**config.mk**
```make
export PLATFORM = sky130hd
export DESIGN_NAME = bip_datapath
export DESIGN_NICKNAME = d
export VERILOG_FILES = /design/src/rtl/bip_datapath.sv
export SDC_FILE = /design/constraint.sdc
export NUM_CORES = 1
export LEC_CHECK = 0
export BUFFER_PORTS_ARGS = -buffer_cell sky130_fd_sc_hd__buf_2
export CORE_MARGIN = 2
export CORE_UTILIZATION = 55
export DETAILED_ROUTE_END_ITERATION = 8
export PLACE_DENSITY = 0.85
export SYNTH_ARGS = -nofsm -noshare
export SYNTH_HDL_FRONTEND = slang
export SYNTH_SLANG_ARGS = --single-unit
```
**constraint.sdc**
```tcl
create_clock -name clk -period 4.8 [get_ports clk]
set_input_delay 0.24 -clock clk [delete_from_list [all_inputs] [get_ports clk]]
set_output_delay 0.24 -clock clk [all_outputs]
set_load 0.01 [all_outputs]
```
**src/rtl/bip_datapath.sv**
```systemverilog
// BIP execution datapath: accumulator, sign extension, add/sub ALU,
// data-memory port and a read sequencer that stalls the control unit
// while a memory read is outstanding.
//
// Ports:
//   clk, rst               clock, synchronous active-high reset
//   operand                immediate / data address (instruction[10:0])
//   SelA, SelB, WrAcc, Op  accumulator source, ALU B source, load, add/sub
//   WrRam, RdRam           store / load strobes from the control unit
//   stall                  hold PC and instruction (combinational)
//   mem_addr/wdata/we/re   data-memory request side (combinational)
//   mem_rdata/rvalid       data-memory response side
//   acc, flag_z/n/v, err   accumulator, status flags, sticky protocol error
module bip_datapath #(
  parameter int unsigned DATA_W     = 16,
  parameter int unsigned ADDR_W     = 11,
  parameter int unsigned RD_TIMEOUT = 15
) (
  input  logic              clk,
  input  logic              rst,
  input  logic [ADDR_W-1:0] operand,
  input  logic [1:0]        SelA,
  input  logic              SelB,
  input  logic              WrAcc,
  input  logic              Op,
  input  logic              WrRam,
  input  logic              RdRam,
  output logic              stall,
  output logic [ADDR_W-1:0] mem_addr,
  output logic [DATA_W-1:0] mem_wdata,
  output logic              mem_we,
  output logic              mem_re,
  input  logic [DATA_W-1:0] mem_rdata,
  input  logic              mem_rvalid,
  output logic [DATA_W-1:0] acc,
  output logic              flag_z,
  output logic              flag_n,
  output logic              flag_v,
  output logic              err
);

  localparam int unsigned CNT_W = 16;

  typedef enum logic {ST_IDLE, ST_WAIT} state_t;

  state_t              state, state_d;
  logic [DATA_W-1:0]   acc_d;
  logic                flag_z_d, flag_n_d, flag_v_d, err_d;
  logic [ADDR_W-1:0]   addr_q, addr_d;
  logic [CNT_W-1:0]    cnt, cnt_d;

  logic [DATA_W-1:0]   imm;
  logic [DATA_W-1:0]   mdata;
  logic [DATA_W-1:0]   alu_b;
  logic [DATA_W-1:0]   alu_res;
  logic                alu_v;
  logic                load_en;

  // Sign-extend the operand to the datapath width.
  assign imm = {{(DATA_W-ADDR_W){operand[ADDR_W-1]}}, operand};

  // Store data is always the accumulator value before this cycle's load.
  assign mem_wdata = acc;

  // Add/sub ALU with signed-overflow detection (wraps modulo 2^DATA_W).
  always_comb begin
    alu_b   = SelB ? imm : mdata;
    alu_res = Op ? (acc - alu_b) : (acc + alu_b);
    if (Op) alu_v = (acc[DATA_W-1] != alu_b[DATA_W-1]) && (alu_res[DATA_W-1] != acc[DATA_W-1]);
    else    alu_v = (acc[DATA_W-1] == alu_b[DATA_W-1]) && (alu_res[DATA_W-1] != acc[DATA_W-1]);
  end

  // Next-state, accumulator load and memory strobes.
  always_comb begin
    state_d  = state;
    acc_d    = acc;
    flag_z_d = flag_z;
    flag_n_d = flag_n;
    flag_v_d = flag_v;
    err_d    = err;
    addr_d   = addr_q;
    cnt_d    = cnt;
    stall    = 1'b0;
    mem_we   = 1'b0;
    mem_re   = 1'b0;
    mem_addr = operand;
    mdata    = '0;
    load_en  = 1'b0;

    case (state)
      ST_IDLE: begin
        // A response with no read outstanding is a protocol error.
        if (mem_rvalid) err_d = 1'b1;
        if (WrRam) begin
          // Store wins over a simultaneous read; the read is dropped.
          mem_we  = 1'b1;
          load_en = WrAcc;
          if (RdRam) err_d = 1'b1;
        end else if (RdRam) begin
          // Issue the read; the load is deferred until data returns.
          mem_re  = 1'b1;
          stall   = 1'b1;
          addr_d  = operand;
          cnt_d   = '0;
          state_d = ST_WAIT;
        end else begin
          load_en = WrAcc;
        end
      end
      ST_WAIT: begin
        stall    = 1'b1;
        mem_addr = addr_q;
        if (mem_rvalid) begin
          stall   = 1'b0;
          mdata   = mem_rdata;
          load_en = WrAcc;
          state_d = ST_IDLE;
        end else if ((RD_TIMEOUT != 0) && (cnt >= CNT_W'(RD_TIMEOUT - 1))) begin
          err_d   = 1'b1;
          state_d = ST_IDLE;
        end else begin
          cnt_d = cnt + CNT_W'(1);
        end
      end
      default: state_d = ST_IDLE;
    endcase

    if (load_en) begin
      if (SelA == 2'd3) begin
        err_d = 1'b1;
      end else begin
        case (SelA)
          2'd0:    acc_d = mdata;
          2'd1:    acc_d = imm;
          default: acc_d = alu_res;
        endcase
        flag_z_d = (acc_d == '0);
        flag_n_d = acc_d[DATA_W-1];
        flag_v_d = (SelA == 2'd2) ? alu_v : 1'b0;
      end
    end

    // Memory port and stall are quiet while reset is asserted.
    if (rst) begin
      stall    = 1'b0;
      mem_we   = 1'b0;
      mem_re   = 1'b0;
      mem_addr = '0;
    end
  end

  // State register.
  always_ff @(posedge clk) begin
    if (rst) begin
      state  <= ST_IDLE;
      acc    <= '0;
      flag_z <= 1'b0;
      flag_n <= 1'b0;
      flag_v <= 1'b0;
      err    <= 1'b0;
      addr_q <= '0;
      cnt    <= '0;
    end else begin
      state  <= state_d;
      acc    <= acc_d;
      flag_z <= flag_z_d;
      flag_n <= flag_n_d;
      flag_v <= flag_v_d;
      err    <= err_d;
      addr_q <= addr_d;
      cnt    <= cnt_d;
    end
  end

endmodule

```
### After elaboration in Yosys (flattened, before gate mapping)

Cells that the tools add are included.

* flip-flop bits (word level): 48
* logic and storage cells: 73

* add/sub/neg operators: 3
* magnitude comparators: 1
* eq/ne operators: 10
* muxes and demuxes: 41
* bitwise logic cells: 3
* reductions and logical operators: 7

Operator list (number)
* 2-to-1 mux 16 bit: 10
* case mux 16 bit (2 select lines): 2
* 2-to-1 mux 1 bit: 23
* 2-to-1 mux 11 bit: 2
* adder 16 x 1 -> 16 bit, second input constant: 1
* adder 16 bit: 1
* greater-or-equal comparator 16 x 4 -> 1 bit, second input constant: 1
* zero test 16 bit: 1
* subtractor 16 bit: 1
* != test 2 bit, second input constant: 4
* case mux 1 bit (2 select lines): 4
* equality test 2 bit, second input constant: 2
* AND reduction 4 bit: 1
* inverter 1 bit: 3
* AND reduction 3 bit: 1
* equality test 2 x 1 -> 1 bit, second input constant: 1
* logical AND 1 bit: 2
* zero test 2 bit: 1
* != test 1 bit: 2
* AND reduction 2 bit: 1
* equality test 1 bit: 1

### Longest topological paths before layout

Gate-level depths: netlist of run 1.

* depth in word-level cells: 9
* depth in mapped cells: 20
* mapped depth without buffers: 17

### Least setup slack after synthesis of run 1

No wires, ideal clock.

* path type: input-to-reg
* start: in operand[0]
* end: reg flag_z
* arrival: 3553 ps
* data required time: 4676 ps
* slack: 1123 ps
* stages: 17
* buffers on the path: 1
* cell sequence: o41ai_2 o21a_2 and4b_1 nor2b_4 buf_6 nand2_1 o32ai_1 a22oi_1 ha_1 a21o_1 a21oi_1 or3b_1 o21ai_1 o21ai_1 xnor3_1 a21oi_1 o41ai_2

* cells in the longest elaborated chain, start to end: 7

Ends and longest elaborated chain
* from (decl): RTL line 21 `input logic [ADDR_W-1:0] operand,`
* 2-to-1 mux 16 bit: RTL line 67 `alu_b = SelB ? imm : mdata;`
* adder 16 bit or subtractor 16 bit (tied branches): RTL line 68 `alu_res = Op ? (acc - alu_b) : (acc + alu_b);`
* 2-to-1 mux 16 bit: RTL line 68
* case mux 16 bit (2 select lines) (*): RTL line 132 `case (SelA)`
* 2-to-1 mux 16 bit (*): RTL line 129 `if (SelA == 2'd3) begin`
* 2-to-1 mux 16 bit (*): RTL line 128 `if (load_en) begin`
* zero test 16 bit (*): RTL line 137 `flag_z_d = (acc_d == '0);`
* to (signal assigned): RTL line 166 `flag_z <= flag_z_d;`
* to (decl): RTL line 36 `output logic flag_z,`

Every way passes the cells marked *; elsewhere a longest branch is shown, timed or not. The select of a mux whose other input is x is not followed.
A chain may end at the register's enable or synchronous reset.

### Final worst setup path of run 1

* start: reg state
* end: reg flag_z

* cells in the longest elaborated chain, start to end: 8

Ends and longest elaborated chain
* from (decl): RTL line 46 `state_t state, state_d;`
* from (signal assigned): RTL line 164 `state <= state_d;`
* 2-to-1 mux 16 bit: RTL line 90 `case (state)`
* 2-to-1 mux 16 bit: RTL line 67
* adder 16 bit or subtractor 16 bit (tied branches): RTL line 68
* 2-to-1 mux 16 bit: RTL line 68
* case mux 16 bit (2 select lines): RTL line 132
* 2-to-1 mux 16 bit: RTL line 129
* 2-to-1 mux 16 bit: RTL line 128
* zero test 16 bit: RTL line 137

Parallel ways exist; a longest one is shown, timed or not. The select of a mux whose other input is x is not followed.

==> results.sh, run 1 <==
export IMPL_ioPinCount=87
export IMPL_worst_ep_required_ps=5020
export IMPL_grt_pass1_wl_um=15900
export IMPL_critical_path_max_fanout=10
export IMPL_flow_area_growth_from_synthesis_pct=10.3
export IMPL_power_ir_vdd_worst_uv=181
export IMPL_holdBufCountCts=0
export IMPL_cts_tree="built"
export IMPL_maxSlewViolCount=0
export IMPL_wl_um=10100
export IMPL_synth_seq_cells=47
export IMPL_cp_slowest_cell="sky130_fd_sc_hd__dfxtp_1"
export IMPL_worst_setup_hold_path_clk_slew_ps=100
export IMPL_remaining_antenna_violation_count_after_routing=0
export IMPL_place_congestion=0.978
export IMPL_remaining_routing_drc_violations=0
export IMPL_post_synth_top_area_fraction=0.246
export IMPL_cts_root_buf="sky130_fd_sc_hd__clkbuf_8"
export IMPL_yosys_top_cells_area="sky130_fd_sc_hd__dfxtp_1 25%, sky130_fd_sc_hd__a21oi_1 8.8%, sky130_fd_sc_hd__nor2_1 7.5%"
export IMPL_yosys_most_used_dff="sky130_fd_sc_hd__dfxtp_1"
export IMPL_ys_warnings_count=0
export IMPL_routed_wire_length_per_instance_um=15.5
export IMPL_p_leak_nw=1.83
export IMPL_syn_nets=576
export IMPL_die_width_um=87.4
export IMPL_place_hpwl_um=7620
export IMPL_antenna_found_initial=0
export IMPL_synth_top_area_cell="sky130_fd_sc_hd__dfxtp_1"
export IMPL_fill_cells=635
export IMPL_min_delay_path_class="input pin to flip-flop"
export IMPL_worst_path_largest_cell_delay_ps=570
export IMPL_h_tree_depth=2
export IMPL_timing_final_setup_violations=0
export IMPL_clk_latency_ps=310
export IMPL_slew_headroom=0.447
export IMPL_diodes=0
export IMPL_timing_clock_skew_ps=4.80
export IMPL_grt_overflow_total=0
export IMPL_vias=3937
export IMPL_setup_repair_after_global_routing_missed_its_margin="false"
export IMPL_drt_vias_per_instance=6.02
export IMPL_max_clock_path_buffers=2
export IMPL_number_of_clock_buffers_inserted_by_tritoncts=5
export IMPL_post_synth_num_cell_types=70
export IMPL_preCtsSetupSlack_ps=490
export IMPL_synthArstFlopShare=0
export IMPL_syn_cell_area_um2=3830
export IMPL_multi_input_comb_area_um2=2590
export IMPL_fin_setup_tns_ps=0
export IMPL_cp_cell_sequence="nand3b_1, o21a_2, and4b_1, nor2b_4, nor2_1, nor2_1, o32ai_1, a22oi_1, ha_1, a21o_1, a21oi_1, or3b_1, o21ai_1, o21ai_1, xnor3_1, a21oi_1, o41ai_2"
export IMPL_fp_row_count=30
export IMPL_finalHoldViolations=0
export IMPL_avgSynthCellArea_um2=7.35
export IMPL_setup_slack_ps=499
export IMPL_first_global_vias=3361
export IMPL_nNetsFinal=628
export IMPL_placed_cells_incl_taps=646
export IMPL_run_status="completed"
export IMPL_synth_yosys_seq_area_share=0.246
export IMPL_die_h_um=87.4
export IMPL_post_layout_nonfiller_instances=654
export IMPL_quantity_of_i_o_buffers_inserted_on_ports=86
export IMPL_drive_gt1_frac=0.199
export IMPL_power_density_nw_per_um2=262
export IMPL_die_area_um2=7640
export IMPL_numClockSinks=47
export IMPL_setup_worst_path_class="flip-flop to flip-flop"
export IMPL_design_core_area_um2=6760
export IMPL_timing_final_crit_share=0.896
export IMPL_start_util=0.566
export IMPL_grt_util_met1=0.337
export IMPL_achievable_frequency_mhz=233
export IMPL_fin_crit_ps=4300
export IMPL_startpoint_type="flip-flop"
export IMPL_global_route_usage_total=0.259
export IMPL_layer_with_the_highest_usage="met2"
export IMPL_pin_count_of_the_biggest_net_entering_global_routing=47
export IMPL_synth_enable_flop_cells=0
export IMPL_drt_first_pass_iters=5
export IMPL_worstPathArrival_ps=4520
export IMPL_critPathCaptureType="flip-flop"
export IMPL_drtIter0Drc=233
export IMPL_finalCoreUtilization=0.625
export IMPL_met3_layer_usage_reported_by_global_route=0.0616
export IMPL_syn_instance_count=521
export IMPL_gr_usage_met2=0.430
export IMPL_postCtsResizedCells=0
export IMPL_ff_latch_area_um2=941
export IMPL_post_cts_buffers=0
export IMPL_worst_slew_pin_transition_ps=830
export IMPL_max_cap_viols=0
==> power by group <==
group	internal, mW	switching, mW	leakage [nW]	total (mW)
logic	0.170	0.245	1.40	0.415
registers	0.407	0.0170	0.383	0.424
clock network	0.108	0.157	0.0467	0.265
==> layout by cell type, fill, tap and decap left out, types with 3 or more instances in the layout <==
| cell type | instances |
|---|---|
| sky130_fd_sc_hd__a22oi_1 | 6 |
| sky130_fd_sc_hd__mux2i_1 | 14 |
| sky130_fd_sc_hd__nor4_1 | 4 |
| sky130_fd_sc_hd__dfxtp_1 | 47 |
| sky130_fd_sc_hd__xor2_1 | 16 |
| sky130_fd_sc_hd__o21ai_0 | 18 |
| sky130_fd_sc_hd__a31oi_1 | 8 |
| sky130_fd_sc_hd__o31ai_1 | 4 |
| sky130_fd_sc_hd__nor2_1 | 76 |
| sky130_fd_sc_hd__buf_2 | 86 |
| sky130_fd_sc_hd__nor3_1 | 8 |
| sky130_fd_sc_hd__nand3_1 | 9 |
| sky130_fd_sc_hd__buf_4 | 4 |
| sky130_fd_sc_hd__and2_1 | 4 |
| sky130_fd_sc_hd__clkbuf_8 | 5 |
| sky130_fd_sc_hd__and3_1 | 3 |
| sky130_fd_sc_hd__nor2b_1 | 6 |
| sky130_fd_sc_hd__nand3b_1 | 4 |
| sky130_fd_sc_hd__a221oi_1 | 3 |
| sky130_fd_sc_hd__nand4_1 | 3 |
| sky130_fd_sc_hd__a21oi_1 | 67 |
| sky130_fd_sc_hd__a41oi_1 | 3 |
| sky130_fd_sc_hd__a21o_1 | 3 |
| sky130_fd_sc_hd__nand2_1 | 67 |
| sky130_fd_sc_hd__inv_1 | 10 |
| sky130_fd_sc_hd__ha_1 | 17 |
| sky130_fd_sc_hd__xnor2_1 | 10 |
| sky130_fd_sc_hd__o21ai_1 | 8 |
| sky130_fd_sc_hd__o21bai_1 | 3 |
| sky130_fd_sc_hd__a211oi_1 | 10 |
==> registers in the layout (all words and copies together) (netlist names) <==
| register | cells |
|---|---|
| cnt | 16 |
| flag_z | 1 |
| state | 1 |
| addr_q | 11 |
| err | 1 |
| flag_v | 1 |
| acc | 16 |
==> cell type report <==
| class | instances | area share |
|---|---|---|
| flip-flops and latches | 47 | 0.223 |
| inverters | 10 | 0.00889 |
| repair buffers | 90 | 0.109 |
| clock inverters | 3 | 0.00652 |
| clock buffers | 5 | 0.0163 |
| multi-input cells | 419 | 0.613 |
| well taps | 80 | 0.0237 |
==> metrics by stage <==
step / power, mW / instance area, um^2 / hold slack, ps
finish: 1.10 / 4220 / 211
detailed placement: 0.840 / 4130 / 447
global route: 1.17 / 4220 / 200
floorplan: 0.744 / 3830 / 376
global placement: 0.831 / 4130 / 441
CTS: 1.10 / 4220 / 206
==> cells in the mapped netlist (3+ instances only) <==
| library cell | count |
|---|---|
| sky130_fd_sc_hd__nand2_1 | 67 |
| sky130_fd_sc_hd__nand3b_1 | 4 |
| sky130_fd_sc_hd__o31ai_1 | 4 |
| sky130_fd_sc_hd__a21oi_1 | 67 |
| sky130_fd_sc_hd__o21ai_1 | 8 |
| sky130_fd_sc_hd__a31oi_1 | 8 |
| sky130_fd_sc_hd__a211oi_1 | 10 |
| sky130_fd_sc_hd__xor2_1 | 16 |
| sky130_fd_sc_hd__and3_1 | 3 |
| sky130_fd_sc_hd__clkbuf_1 | 17 |
| sky130_fd_sc_hd__nor3_1 | 8 |
| sky130_fd_sc_hd__o21ai_0 | 18 |
| sky130_fd_sc_hd__nor2_1 | 76 |
| sky130_fd_sc_hd__nor4_1 | 4 |
| sky130_fd_sc_hd__xnor2_1 | 10 |
| sky130_fd_sc_hd__inv_1 | 10 |
| sky130_fd_sc_hd__buf_6 | 3 |
| sky130_fd_sc_hd__o21bai_1 | 3 |
| sky130_fd_sc_hd__a221oi_1 | 3 |
| sky130_fd_sc_hd__buf_1 | 5 |
| sky130_fd_sc_hd__nand4_1 | 3 |
| sky130_fd_sc_hd__a21o_1 | 3 |
| sky130_fd_sc_hd__ha_1 | 17 |
| sky130_fd_sc_hd__a41oi_1 | 3 |
| sky130_fd_sc_hd__nand3_1 | 9 |
| sky130_fd_sc_hd__dfxtp_1 | 47 |
| sky130_fd_sc_hd__a22oi_1 | 6 |
| sky130_fd_sc_hd__mux2i_1 | 14 |
| sky130_fd_sc_hd__buf_4 | 18 |
| sky130_fd_sc_hd__and2_1 | 4 |
| sky130_fd_sc_hd__nor2b_1 | 6 |
==> per-layer routing <==
metal / wire length (um) / vias up
met4: 123 / 0
li1: - / 1947
met5: 0 / -
met3: 834 / 13
met2: 4760 / 183
met1: 4400 / 1794
==> critical path: cells and delay by family (launching register included) <==
kind | cells | cell delay (ps)
xor+xnor | 1 | 290
compound gates | 9 | 1740
flops | 1 | 570
fa+ha+maj | 1 | 330
simple gates | 6 | 1270
==> kinds of logic (layout without fill, tap and decap cells) <==
logic type	Yosys count	count (layout)	synth area share
flops	47	47	0.246
mux	15	15	0.0396
simple gates	204	204	0.250
compound gates	155	155	0.261
fa+ha+maj	18	18	0.0608
xor+xnor	27	27	0.0654
buf+inv	55	108	0.0781
==> worst paths after layout <==
check	from	end	slack (ps)	depth (start not counted)
max	state$_SDFF_PP0_	flag_z$_SDFFE_PP0P_	500	17
min	operand[5]	addr_q[5]$_SDFFE_PP0P_	210	3
min reg2reg	addr_q[9]$_SDFFE_PP0P_	addr_q[9]$_SDFFE_PP0P_	460	2
max reg2reg	state$_SDFF_PP0_	flag_z$_SDFFE_PP0P_	500	17
No activity file was read; power rests on OpenSTA's default activity.
==> run 2, diff against run 1 <==
PLACE_DENSITY = 0.87   (was 0.85)
==> run 2 against run 1 <==
Sequential cell count did not move. Die area stayed put. First-iteration DRC count decreased by 1.7%. Via count about the same. Final area grew 0.62%. Sequential share of layout area is 0.14 points lower. Total power is 4.2% higher. Sequential power barely moved. Largest cell class unchanged. Largest power group unchanged.
==> results.sh, run 2 (synthesized netlist as in run 1, its figures left out) <==
export IMPL_placed_cells_incl_taps=647
export IMPL_top_layer="met4"
export IMPL_worst_hold_path_num_cells=3
export IMPL_layout_cells_most_common="sky130_fd_sc_hd__buf_2"
export IMPL_quantity_of_i_o_buffers_inserted_on_ports=86
export IMPL_wl_um=10100
export IMPL_timing_reg2reg_worst_path_depth=18
export IMPL_critical_path_max_fanout=12
export IMPL_post_cts_buffers=0
export IMPL_run_status="completed"
export IMPL_drt_vias_per_instance=6.01
export IMPL_post_layout_nonfiller_instances=655
export IMPL_start_util=0.566
export IMPL_final_design_area_no_fill_um2=4250
export IMPL_fp_row_count=30
export IMPL_clk_latency_ps=310
export IMPL_holdBufCountCts=0
export IMPL_min_delay_path_class="input pin to flip-flop"
export IMPL_timing_final_setup_violations=0
export IMPL_p_leak_nw=1.84
export IMPL_drtIter0Drc=229
export IMPL_grt_pass1_wl_um=16400
export IMPL_remaining_antenna_violation_count_after_routing=0
export IMPL_routed_wire_length_per_instance_um=15.3
export IMPL_worst_ep_required_ps=5000
export IMPL_maxSlewViolCount=0
export IMPL_fin_crit_ps=4330
export IMPL_h_tree_depth=2
export IMPL_nNetsFinal=629
export IMPL_remaining_routing_drc_violations=0
export IMPL_vias=3939
export IMPL_place_hpwl_um=7660
export IMPL_worst_setup_hold_path_clk_slew_ps=100
export IMPL_achievable_frequency_mhz=231
export IMPL_first_global_vias=3563
export IMPL_flow_area_growth_from_synthesis_pct=11.0
export IMPL_critPathCaptureType="flip-flop"
export IMPL_ff_latch_area_um2=941
export IMPL_worst_slew_pin_transition_ps=756
export IMPL_slack_of_the_worst_reg_to_reg_path_ps=470
export IMPL_grt_overflow_total=0
export IMPL_global_route_usage_total=0.265
export IMPL_timing_final_crit_share=0.901
export IMPL_diodes=0
export IMPL_finalHoldViolations=0
export IMPL_number_of_clock_buffers_inserted_by_tritoncts=5
export IMPL_setup_repair_after_global_routing_missed_its_margin="false"
export IMPL_reg_top3="acc (16), cnt (16), addr_q (11)"
export IMPL_max_cap_viols=0
export IMPL_postCtsResizedCells=0
export IMPL_die_h_um=87.4
export IMPL_worst_path_largest_cell_delay_ps=380
export IMPL_route_layer_met1_wl_um=4410
export IMPL_numClockSinks=47
export IMPL_die_area_um2=7640
export IMPL_cp_slowest_cell="sky130_fd_sc_hd__or3b_1"
export IMPL_drive_gt1_frac=0.200
export IMPL_setup_worst_path_class="flip-flop to flip-flop"
export IMPL_antenna_found_initial=0
export IMPL_power_mw=1.15
export IMPL_worstPathArrival_ps=4530
export IMPL_final_cell_mix="86 x sky130_fd_sc_hd__buf_2, 76 x sky130_fd_sc_hd__nor2_1, 67 x sky130_fd_sc_hd__nand2_1, 67 x sky130_fd_sc_hd__a21oi_1, 47 x sky130_fd_sc_hd__dfxtp_1"
export IMPL_met3WireLength_um=687
export IMPL_instance_area_at_placement_um2=4130
export IMPL_timing_clock_skew_ps=12.0
export IMPL_multi_input_comb_area_um2=2590
export IMPL_place_congestion=0.954
export IMPL_fill_cells=616
export IMPL_design_core_area_um2=6760
export IMPL_max_clock_path_buffers=2
export IMPL_pin_count_of_the_biggest_net_entering_global_routing=47
export IMPL_drt_first_pass_iters=5
export IMPL_slew_headroom=0.495
export IMPL_startpoint_type="flip-flop"
export IMPL_die_width_um=87.4
export IMPL_cts_root_buf="sky130_fd_sc_hd__clkbuf_8"
export IMPL_wl_met2_um=4770
export IMPL_power_ir_vdd_worst_uv=178
export IMPL_ioPinCount=87
export IMPL_power_density_nw_per_um2=271
export IMPL_cp_cell_sequence="buf_4, nand3b_1, o21a_2, and4b_1, nor2b_4, nor2_1, nor2_1, o32ai_1, a22oi_1, ha_1, a21o_1, a21oi_1, or3b_1, o21ai_1, o21ai_1, xnor3_1, a21oi_1, o41ai_2"
export IMPL_fin_setup_tns_ps=0
export IMPL_cts_tree="built"
[run 2: through the flow]
step | hold WS [ps] | worst slack [ps] | utilization
2_1_floorplan | 376 | 1120 | -
3_3_place_gp | 441 | 676 | 0.612
3_5_place_dp | 450 | 410 | 0.612
4_1_cts | 207 | 519 | 0.629
5_1_grt | 209 | 211 | 0.629
6_report | 213 | 473 | 0.629
[run 2: power by group]
part / switching, mW / leakage (nW) / internal (mW)
Sequential: 0.0156 / 0.383 / 0.407
Clock: 0.151 / 0.0548 / 0.157
Combinational: 0.248 / 1.40 / 0.171
Total: 0.415 / 1.84 / 0.735
[run 2: routing by layer]
| metal | vias up | track usage |
|---|---|---|
| met2 | 175 | 0.433 |
| met4 | 0 | 0.0853 |
| met5 | - | 0 |
| li1 | 1940 | - |
| met1 | 1808 | 0.358 |
| met3 | 16 | 0.0379 |
[run 2: final timing paths]
check | to | from
min reg2reg | addr_q[1]$_SDFFE_PP0P_ | addr_q[1]$_SDFFE_PP0P_
max reg2reg | flag_z$_SDFFE_PP0P_ | state$_SDFF_PP0_
min | addr_q[5]$_SDFFE_PP0P_ | operand[5]
max | flag_z$_SDFFE_PP0P_ | state$_SDFF_PP0_
[run 2: critical path: cells and delay by family (launching register included)]
| kind | cells | cell delay (ps) |
|---|---|---|
| AO/OA/AOI/OAI | 9 | 1700 |
| AND/OR/NAND/NOR | 6 | 1230 |
| XOR/XNOR | 1 | 370 |
| flip-flops | 1 | 360 |
| adder cells (fa/ha/maj) | 1 | 340 |
| buffers and inverters | 1 | 220 |
[run 2: cell type report]
class,count,share of cell area
multi-input cells,419,0.609
flip-flops and latches,47,0.221
repair buffers,91,0.110
well taps,80,0.0236
clock buffers,5,0.0162
clock inverters,3,0.0109
inverters,10,0.00883
